## src/rtl/control_pkg.sv

```systemverilog
// Shared encodings for the accumulator-processor controller: FSM states,
// opcodes and A-register source selects.
package control_pkg;

  typedef enum logic [3:0] {
    ST_START  = 4'd0,
    ST_FETCH  = 4'd1,
    ST_DECODE = 4'd2,
    ST_LOAD   = 4'd3,
    ST_STORE  = 4'd4,
    ST_ADD    = 4'd5,
    ST_SUB    = 4'd6,
    ST_INPUT  = 4'd7,
    ST_JZ     = 4'd8,
    ST_JPOS   = 4'd9,
    ST_HALT   = 4'd10
  } state_t;

  localparam logic [2:0] OP_LOAD  = 3'b000;
  localparam logic [2:0] OP_STORE = 3'b001;
  localparam logic [2:0] OP_ADD   = 3'b010;
  localparam logic [2:0] OP_SUB   = 3'b011;
  localparam logic [2:0] OP_INPUT = 3'b100;
  localparam logic [2:0] OP_JZ    = 3'b101;
  localparam logic [2:0] OP_JPOS  = 3'b110;
  localparam logic [2:0] OP_HALT  = 3'b111;

  localparam logic [1:0] ASEL_ALU = 2'b00;
  localparam logic [1:0] ASEL_IN  = 2'b01;
  localparam logic [1:0] ASEL_RAM = 2'b10;

endpackage

```

## src/rtl/control_unit_enter_sync.sv

```systemverilog
// Enter-button synchronizer followed by a registered rising-edge detector;
// emits one clean 1-cycle pulse per press, STAGES+1 clocks after the edge.
module enter_sync #(
  parameter int STAGES = 2
) (
  input  logic clock,
  input  logic reset,
  input  logic enter_i,
  output logic pulse_o
);

  logic [STAGES-1:0] sync_q;
  logic              prev_q;
  logic              pulse_q;

  always_ff @(posedge clock or negedge reset) begin
    if (!reset) begin
      sync_q  <= '0;
      prev_q  <= 1'b0;
      pulse_q <= 1'b0;
    end else begin
      sync_q  <= {sync_q[STAGES-2:0], enter_i};
      prev_q  <= sync_q[STAGES-1];
      // Registered so the FSM sees a glitch-free pulse.
      pulse_q <= sync_q[STAGES-1] & ~prev_q;
    end
  end

  assign pulse_o = pulse_q;

endmodule

```

## src/rtl/control_unit.sv

```systemverilog
// Moore FSM sequencing FETCH/DECODE/execute for the 8-bit accumulator
// processor; drives all datapath strobes and the IN-instruction handshake.
module control_unit
  import control_pkg::*;
#(
  parameter int SYNC_STAGES = 2
) (
  input  logic       clock,
  input  logic       reset,
  input  logic [2:0] ir,
  input  logic       aEq0,
  input  logic       aPos,
  input  logic       enter,
  output logic       irLoad,
  output logic       pcLoad,
  output logic       jmpMux,
  output logic       memInst,
  output logic       memWr,
  output logic [1:0] aSel,
  output logic       aLoad,
  output logic       sub,
  output logic       halt,
  output logic [3:0] state
);

  state_t state_q, state_d;
  logic   enter_pulse;

  enter_sync #(.STAGES(SYNC_STAGES)) u_enter_sync (
    .clock   (clock),
    .reset   (reset),
    .enter_i (enter),
    .pulse_o (enter_pulse)
  );

  always_ff @(posedge clock or negedge reset) begin
    if (!reset) state_q <= ST_START;
    else        state_q <= state_d;
  end

  always_comb begin
    state_d = ST_START;
    irLoad  = 1'b0;
    pcLoad  = 1'b0;
    jmpMux  = 1'b0;
    memInst = 1'b0;
    memWr   = 1'b0;
    aSel    = ASEL_ALU;
    aLoad   = 1'b0;
    sub     = 1'b0;
    halt    = 1'b0;
    case (state_q)
      ST_START: state_d = ST_FETCH;
      ST_FETCH: begin
        irLoad  = 1'b1;
        pcLoad  = 1'b1;
        state_d = ST_DECODE;
      end
      ST_DECODE: begin
        memInst = 1'b1;
        case (ir)
          OP_LOAD:  state_d = ST_LOAD;
          OP_STORE: state_d = ST_STORE;
          OP_ADD:   state_d = ST_ADD;
          OP_SUB:   state_d = ST_SUB;
          OP_INPUT: state_d = ST_INPUT;
          OP_JZ:    state_d = ST_JZ;
          OP_JPOS:  state_d = ST_JPOS;
          default:  state_d = ST_HALT;
        endcase
      end
      ST_LOAD: begin
        memInst = 1'b1;
        aSel    = ASEL_RAM;
        aLoad   = 1'b1;
        state_d = ST_FETCH;
      end
      ST_STORE: begin
        memInst = 1'b1;
        memWr   = 1'b1;
        state_d = ST_FETCH;
      end
      ST_ADD: begin
        memInst = 1'b1;
        aLoad   = 1'b1;
        state_d = ST_FETCH;
      end
      ST_SUB: begin
        memInst = 1'b1;
        sub     = 1'b1;
        aLoad   = 1'b1;
        state_d = ST_FETCH;
      end
      // Pulses arriving outside INPUT are simply ignored, never queued.
      ST_INPUT: begin
        aSel    = ASEL_IN;
        aLoad   = enter_pulse;
        state_d = enter_pulse ? ST_FETCH : ST_INPUT;
      end
      ST_JZ: begin
        jmpMux  = 1'b1;
        pcLoad  = aEq0;
        state_d = ST_FETCH;
      end
      ST_JPOS: begin
        jmpMux  = 1'b1;
        pcLoad  = aPos;
        state_d = ST_FETCH;
      end
      ST_HALT: begin
        halt    = 1'b1;
        state_d = ST_HALT;
      end
      default: state_d = ST_START;
    endcase
  end

  assign state = state_q;

endmodule

```

## config.mk

```make
export PLATFORM = sky130hd
export DESIGN_NAME = control_unit
export DESIGN_NICKNAME = d
export VERILOG_FILES = /design/src/rtl/control_pkg.sv /design/src/rtl/control_unit_enter_sync.sv /design/src/rtl/control_unit.sv
export SDC_FILE = /design/constraint.sdc
export NUM_CORES = 1
export LEC_CHECK = 0
export CAP_MARGIN = 25
export CORE_AREA = 8 8 45 47
export DETAILED_ROUTE_END_ITERATION = 7
export DIE_AREA = 0 0 53 55
export PLACE_DENSITY = 0.69
export SYNTH_ARGS = -nofsm -noshare
export SYNTH_HDL_FRONTEND = slang
export SYNTH_SLANG_ARGS = --single-unit
```

## constraint.sdc

```tcl
create_clock -name clock -period 1.2 [get_ports clock]
set_clock_uncertainty 0.05 [all_clocks]
set_input_delay 0.24 -clock clock [delete_from_list [all_inputs] [get_ports clock]]
set_output_delay 0.24 -clock clock [all_outputs]
set_load 0.02 [all_outputs]
```

# Word-level counts from Yosys, hierarchy flattened
# Cells that the tools add are included.
[word_totals]
word_cells = 40
regBits = 8
[classes]
n_mux = 12
n_eq_ne = 16
bitwise = 2
n_reduce_logical = 6
[ops]
columns = ["cell", "count"]
rows = [
  ["$pmux 4 s7", 1],
  ["$pmux 4 s5", 1],
  ["$eq 4x3->1 const B", 4],
  ["$eq 4x4->1 const B", 3],
  ["$eq 3x3->1 const B", 3],
  ["$eq 4x2->1 const B", 2],
  ["$reduce_or 7->1", 1],
  ["$eq 3x2->1 const B", 2],
  ["$mux 1", 6],
  ["$reduce_or 5->1", 1],
  ["$eq 4x1->1 const B", 1],
  ["$logic_not 4->1", 1],
  ["$pmux 2 s2", 1],
  ["$eq 3x1->1 const B", 1],
  ["$logic_not 3->1", 1],
  ["$mux 3", 1],
  ["$pmux 1 s3", 1],
  ["$reduce_or 3->1", 1],
  ["$pmux 1 s2", 1],
  ["$reduce_or 2->1", 1],
  ["$and 1x1->1", 1],
  ["$not 1->1", 1],
]

# Longest topological paths before layout
# Gate-level depths: netlist of run 1.
[logic_depth]
depth_word = 3
mapped_depth = 4
depth_no_buf = 3

# Hierarchy
# From an unflattened synthesis of run 1, not the netlist that was laid out.
[hier_totals]
hier_cells = 47
area_unflattened_um2 = 431.7
[by_module_without_submodules]
columns = ["module", "cells_per_inst", "instances", "seq_area_each_um2", "area_each_um2"]
rows = [
  ["control_unit", 42, 1, 100.1, 317.8],
  ["enter_sync", 5, 1, 100.1, 113.9],
]

# Least setup slack after synthesis of run 1
# No wires, ideal clock.
[synth_path]
path_kind = "reg2out"
from = "register state_q[1], in the netlist state[1]"
to = "output pcLoad"
stages_incl_launch_ff = 3
t_required_ns = 0.910
t_arrival_ns = 1.430
setup_slack_ns = -0.520
path_buffers = 1
path_cell_list = "dfrtp_1 > clkbuf_1 > nor4_1"
[synth_between]
elab_chain_len = 2
elab_cells_between_ends = 4
cone_classes = "eq/ne: 3; mux: 1"
[synth_lines]
columns = ["item", "line_no", "source"]
rows = [
  ["from (decl)", "control_unit.sv:26", "state_t state_q, state_d;"],
  ["from (signal assigned)", "control_unit.sv:38", "else state_q <= state_d;"],
  ["$eq 4x4->1 / $eq 4x1->1 (equally long branches)", "control_unit.sv:52", "case (state_q)"],
  ["$pmux 1 s3 *", "control_unit.sv:52", ""],
  ["to (decl)", "control_unit.sv:15", "output logic pcLoad,"],
]
# Mark *: on every way between the ends. The rest lies on a longest branch, timed or not.

# Final worst setup path of run 1
[layout_path]
from = "register state_q[2], in the netlist state[2]"
to = "output aLoad"
[layout_between]
elab_chain_len = 3
elab_cells_between_ends = 6
cone_classes = "eq/ne: 4; mux: 1; reduce/logical: 1"
[layout_lines]
columns = ["item", "line_no", "source"]
rows = [
  ["$eq 4x3->1 / $eq 4x2->1 (equally long branches)", "control_unit.sv:52", ""],
  ["$reduce_or 3->1 (no source line)", "--", ""],
  ["$pmux 1 s2 *", "control_unit.sv:52", ""],
  ["to (decl)", "control_unit.sv:20", "output logic aLoad,"],
]
# Marked as above.

==> results of run 1 <==
kinds of logic after synthesis:
group / after synthesis
AO/OA/AOI/OAI: 10
buffers and inverters: 5
flip-flops: 8
XOR/XNOR: 1
AND/OR/NAND/NOR: 24
critical path: cells and delay by family, from the launching register on:
kind	cells	cell delay, ns
and+or+nand+nor	2	0.23
buffers and inverters	1	0.12
DFF	1	0.41
AOI/OAI and AO/OA	1	0.34
per-layer routing:
| metal | vias up | routed length (um) | global-route usage, % |
|---|---|---|---|
| li1 | 258 | - | - |
| met2 | 21 | 886 | 19.9 |
| met5 | - | 0 | 0 |
| met3 | 6 | 83 | 2.67 |
| met4 | 0 | 46 | 6.90 |
| met1 | 269 | 642 | 13.2 |
layout by cell type, fill, tap and decap left out, types with 2 or more instances in the layout:
cell type,Yosys,routed
nor2_1,7,2
nor3_4,0,3
dfrtp_1,8,4
nor3_2,0,2
clkbuf_4,0,3
buf_6,1,15
buf_4,0,16
dfrtp_2,0,4
clkdlybuf4s50_1,0,4
dlygate4sd2_1,0,3
buf_12,0,2
a21oi_1,4,4
and3_1,2,2
nor2_4,0,4
power groups by stage:
| stage | Combinational (mW) | Sequential [mW] | Clock [mW] |
|---|---|---|---|
| after CTS | 1.85 | 0.402 | 0.231 |
| after global placement | 1.63 | 0.445 | 0 |
| after detailed placement | 1.65 | 0.449 | 0 |
| after floorplan | 0.902 | 0.459 | 0 |
| final | 1.96 | 0.411 | 0.227 |
| after global routing | 2.07 | 0.420 | 0.244 |
final cells by class:
type                       count  area [um^2]
multi-input combinational     35          338
tap                           16         20.0
clock buffer                   4         26.3
sequential                     8          205
inverter                       1         3.75
timing repair buffer          42          415
fill                         101          375
metrics by stage:
step           util, %  setup slack [ns]  hold slack (ns)  std cells  instance area [um^2]
2_1_floorplan        -            -0.195           -0.106         48                   558
3_3_place_gp      65.1            -0.750            0.286         99                   901
3_5_place_dp      65.1            -0.775            0.303         99                   901
4_1_cts           70.1            -0.430            0.207        106                   970
5_1_grt           72.9            -0.480            0.217        106                  1010
6_report          72.9            -0.441            0.200        106                  1010
sequential cells by signal, summed over array words and instances, names as in the netlist:
name,cells
state,4
u_enter_sync.prev_q,1
u_enter_sync.pulse_o,1
u_enter_sync.sync_q,2
what timing repair did:
action	in CTS	in global routing
gates resized for setup	89	10
hold buffers	0	0
pin swaps	6	2
buffers inserted	3	1
setup endpoints to repair	18	17
how the worst max path moves through the flow:
stage / from / to / depth (start not counted)
3_5_place_dp: aEq0 / pcLoad / 4
6_report: state[2]$_DFF_PN0_ / aLoad / 4
3_3_place_gp: aEq0 / pcLoad / 4
2_1_floorplan: state[2]$_DFF_PN0_ / aLoad / 3
4_1_cts: state[2]$_DFF_PN0_ / aLoad / 4
5_1_grt: state[2]$_DFF_PN0_ / aLoad / 4
==> impl_results.md, run 1 <==
* CTS tree: yes
* Max frequency at 609 MHz
* Largest net degree at the start of global routing at 10
* Worst-case clock buffer depth at 2
* First-pass GRT wire length at 2580 um
* Final hold vios at 0
* GRT Total Usage at 11.7%
* R2R Setup Slk at -0.09 ns
* Worst Reg-to-Reg Cells at 5
* Nets at 99
* Setup tns final at -4.07 ns
* Initial antenna violation count at 0
* Worst skew pair latency at 0.26 ns
* Max-slew violations at 0
* Ys async rst share at 100%
* Sw Share at 43.3%
* Ant diodes at 0
* Antenna viol nets, final at 0
* Drt wl/cell at 15.6 um
* Cell with the most instances after synthesis: dfrtp_1
* Register area share after synthesis at 47.2%
* Endpoints failing setup at 16
* H-Tree Depth at 1
* Worst vdd ir at 1180 uV
* Synth Area in Adders at 0%
* Post-Synth Simple-Gate Area at 27.7%
* Unrepaired setup endpoints after global routing: true
* Slew margin rel. at 76.8%
* Worst hold path class: in2async
* Switching pwr at 1.12 mW
* Internal power at 1.47 mW
* Ys flop type: dfrtp_1
* Sequential Power Share at 15.9%
* DP Wirelength at 1130 um
* Synth area leaders: dfrtp_1 (47%), nor2_1 (6.2%), nor3_1 (5.9%)
* Wirelength, routed at 1660 um
* Cell Chain, Critical Path: nor2b_4, a311o_1, nor2_4, buf_6
* EDFF count, synth at 0
* Synth Net Count at 56
* Clock share of power at 8.7%
* Crit-path slowest cell: dfrtp_2
* Area growth syn-to-layout at 138%
* Reg-to-reg endpoint: state[0]$_DFF_PN0_
* Gpl congestion at 0.860
* Required time worst endpoint at 0.91 ns
* Clock edge transition at the registers on the reported setup and hold paths at 0.06 ns
* Setup crit end kind: primary output
* Grt ovf at 0
* WP data arrival at 1.35 ns
* PwrDens at 2570 nW/um^2
* Comb pwr share at 75.4%
* Synth warn at 0
* Fin worst setup slack at -0.441 ns
* Synth top cells by count: dfrtp_1 (8), nor2_1 (7), nor3_1 (5)
* XOR/XNOR share of the synthesized area at 2.06%
* Core footprint at 1380 um^2
* Avg Vias per Cell at 5.23
* Share of layout cells above drive strength 1 at 67.8%
* Yosys cell types at 22
* Vias post-DR at 554
* DRT iter0 DRCs at 10
* Setup CP Type: reg2out
* Max cap viols at 0
* Final Cycle Share at 137%
* Power after layout at 2.59 mW
* Worst r2r src: state[2]$_DFF_PN0_
* Std-Cell Rows at 14
* Largest family of logic cells by synthesized area: simple AND/OR/NAND/NOR gates
* Pleak at 0.448 nW
* Top Ports at 22
* Period minus WS final at 1.64 ns
* Worst-Margin Slew at 0.346 ns
* Status: finished with violations
* Crit path launch type: flip-flop
* Clk sinks at 8
* Share of the synthesized area in the top cell type at 47.2%
* Buffers on Ports at 21
* Area of the mapped netlist at 424 um^2
* Multiplexer share of the synthesized area at 0%
* Failing checks: negative setup slack
* Vias in the first global route at 586
* Synth Area in Compound Gates at 16.2%
* Mapped Cells at 48
* Synth Area per Inst at 8.84 um^2
* DR pass1 iterations at 4
* Yosys reg bits at 8
* Drc violations at 0
* Die ar. at 2920 um^2
* Total CTS buffers at 3
* Crit-path max cell delay at 0.41 ns
* Starting Density at 30.7%
* Worst-path maximum fanout at 2
* Die H at 55 um
* Root buf cell: clkbuf_4
* Chip width at 53 um
* Cell taking the most area after synthesis: dfrtp_1
Note: power is estimated with default switching activity, not from simulation.
==> run 2, diff against run 1 <==
--- a/config.mk
+++ b/config.mk
@@ -10,6 +10,7 @@
 export DETAILED_ROUTE_END_ITERATION = 7
 export DIE_AREA = 0 0 53 55
 export PLACE_DENSITY = 0.69
+export SLEW_MARGIN = 10
 export SYNTH_ARGS = -nofsm -noshare
 export SYNTH_HDL_FRONTEND = slang
 export SYNTH_SLANG_ARGS = --single-unit
==> results of run 2 <==
Same layout as run 1: the final DEF is identical, and so are final timing and power.
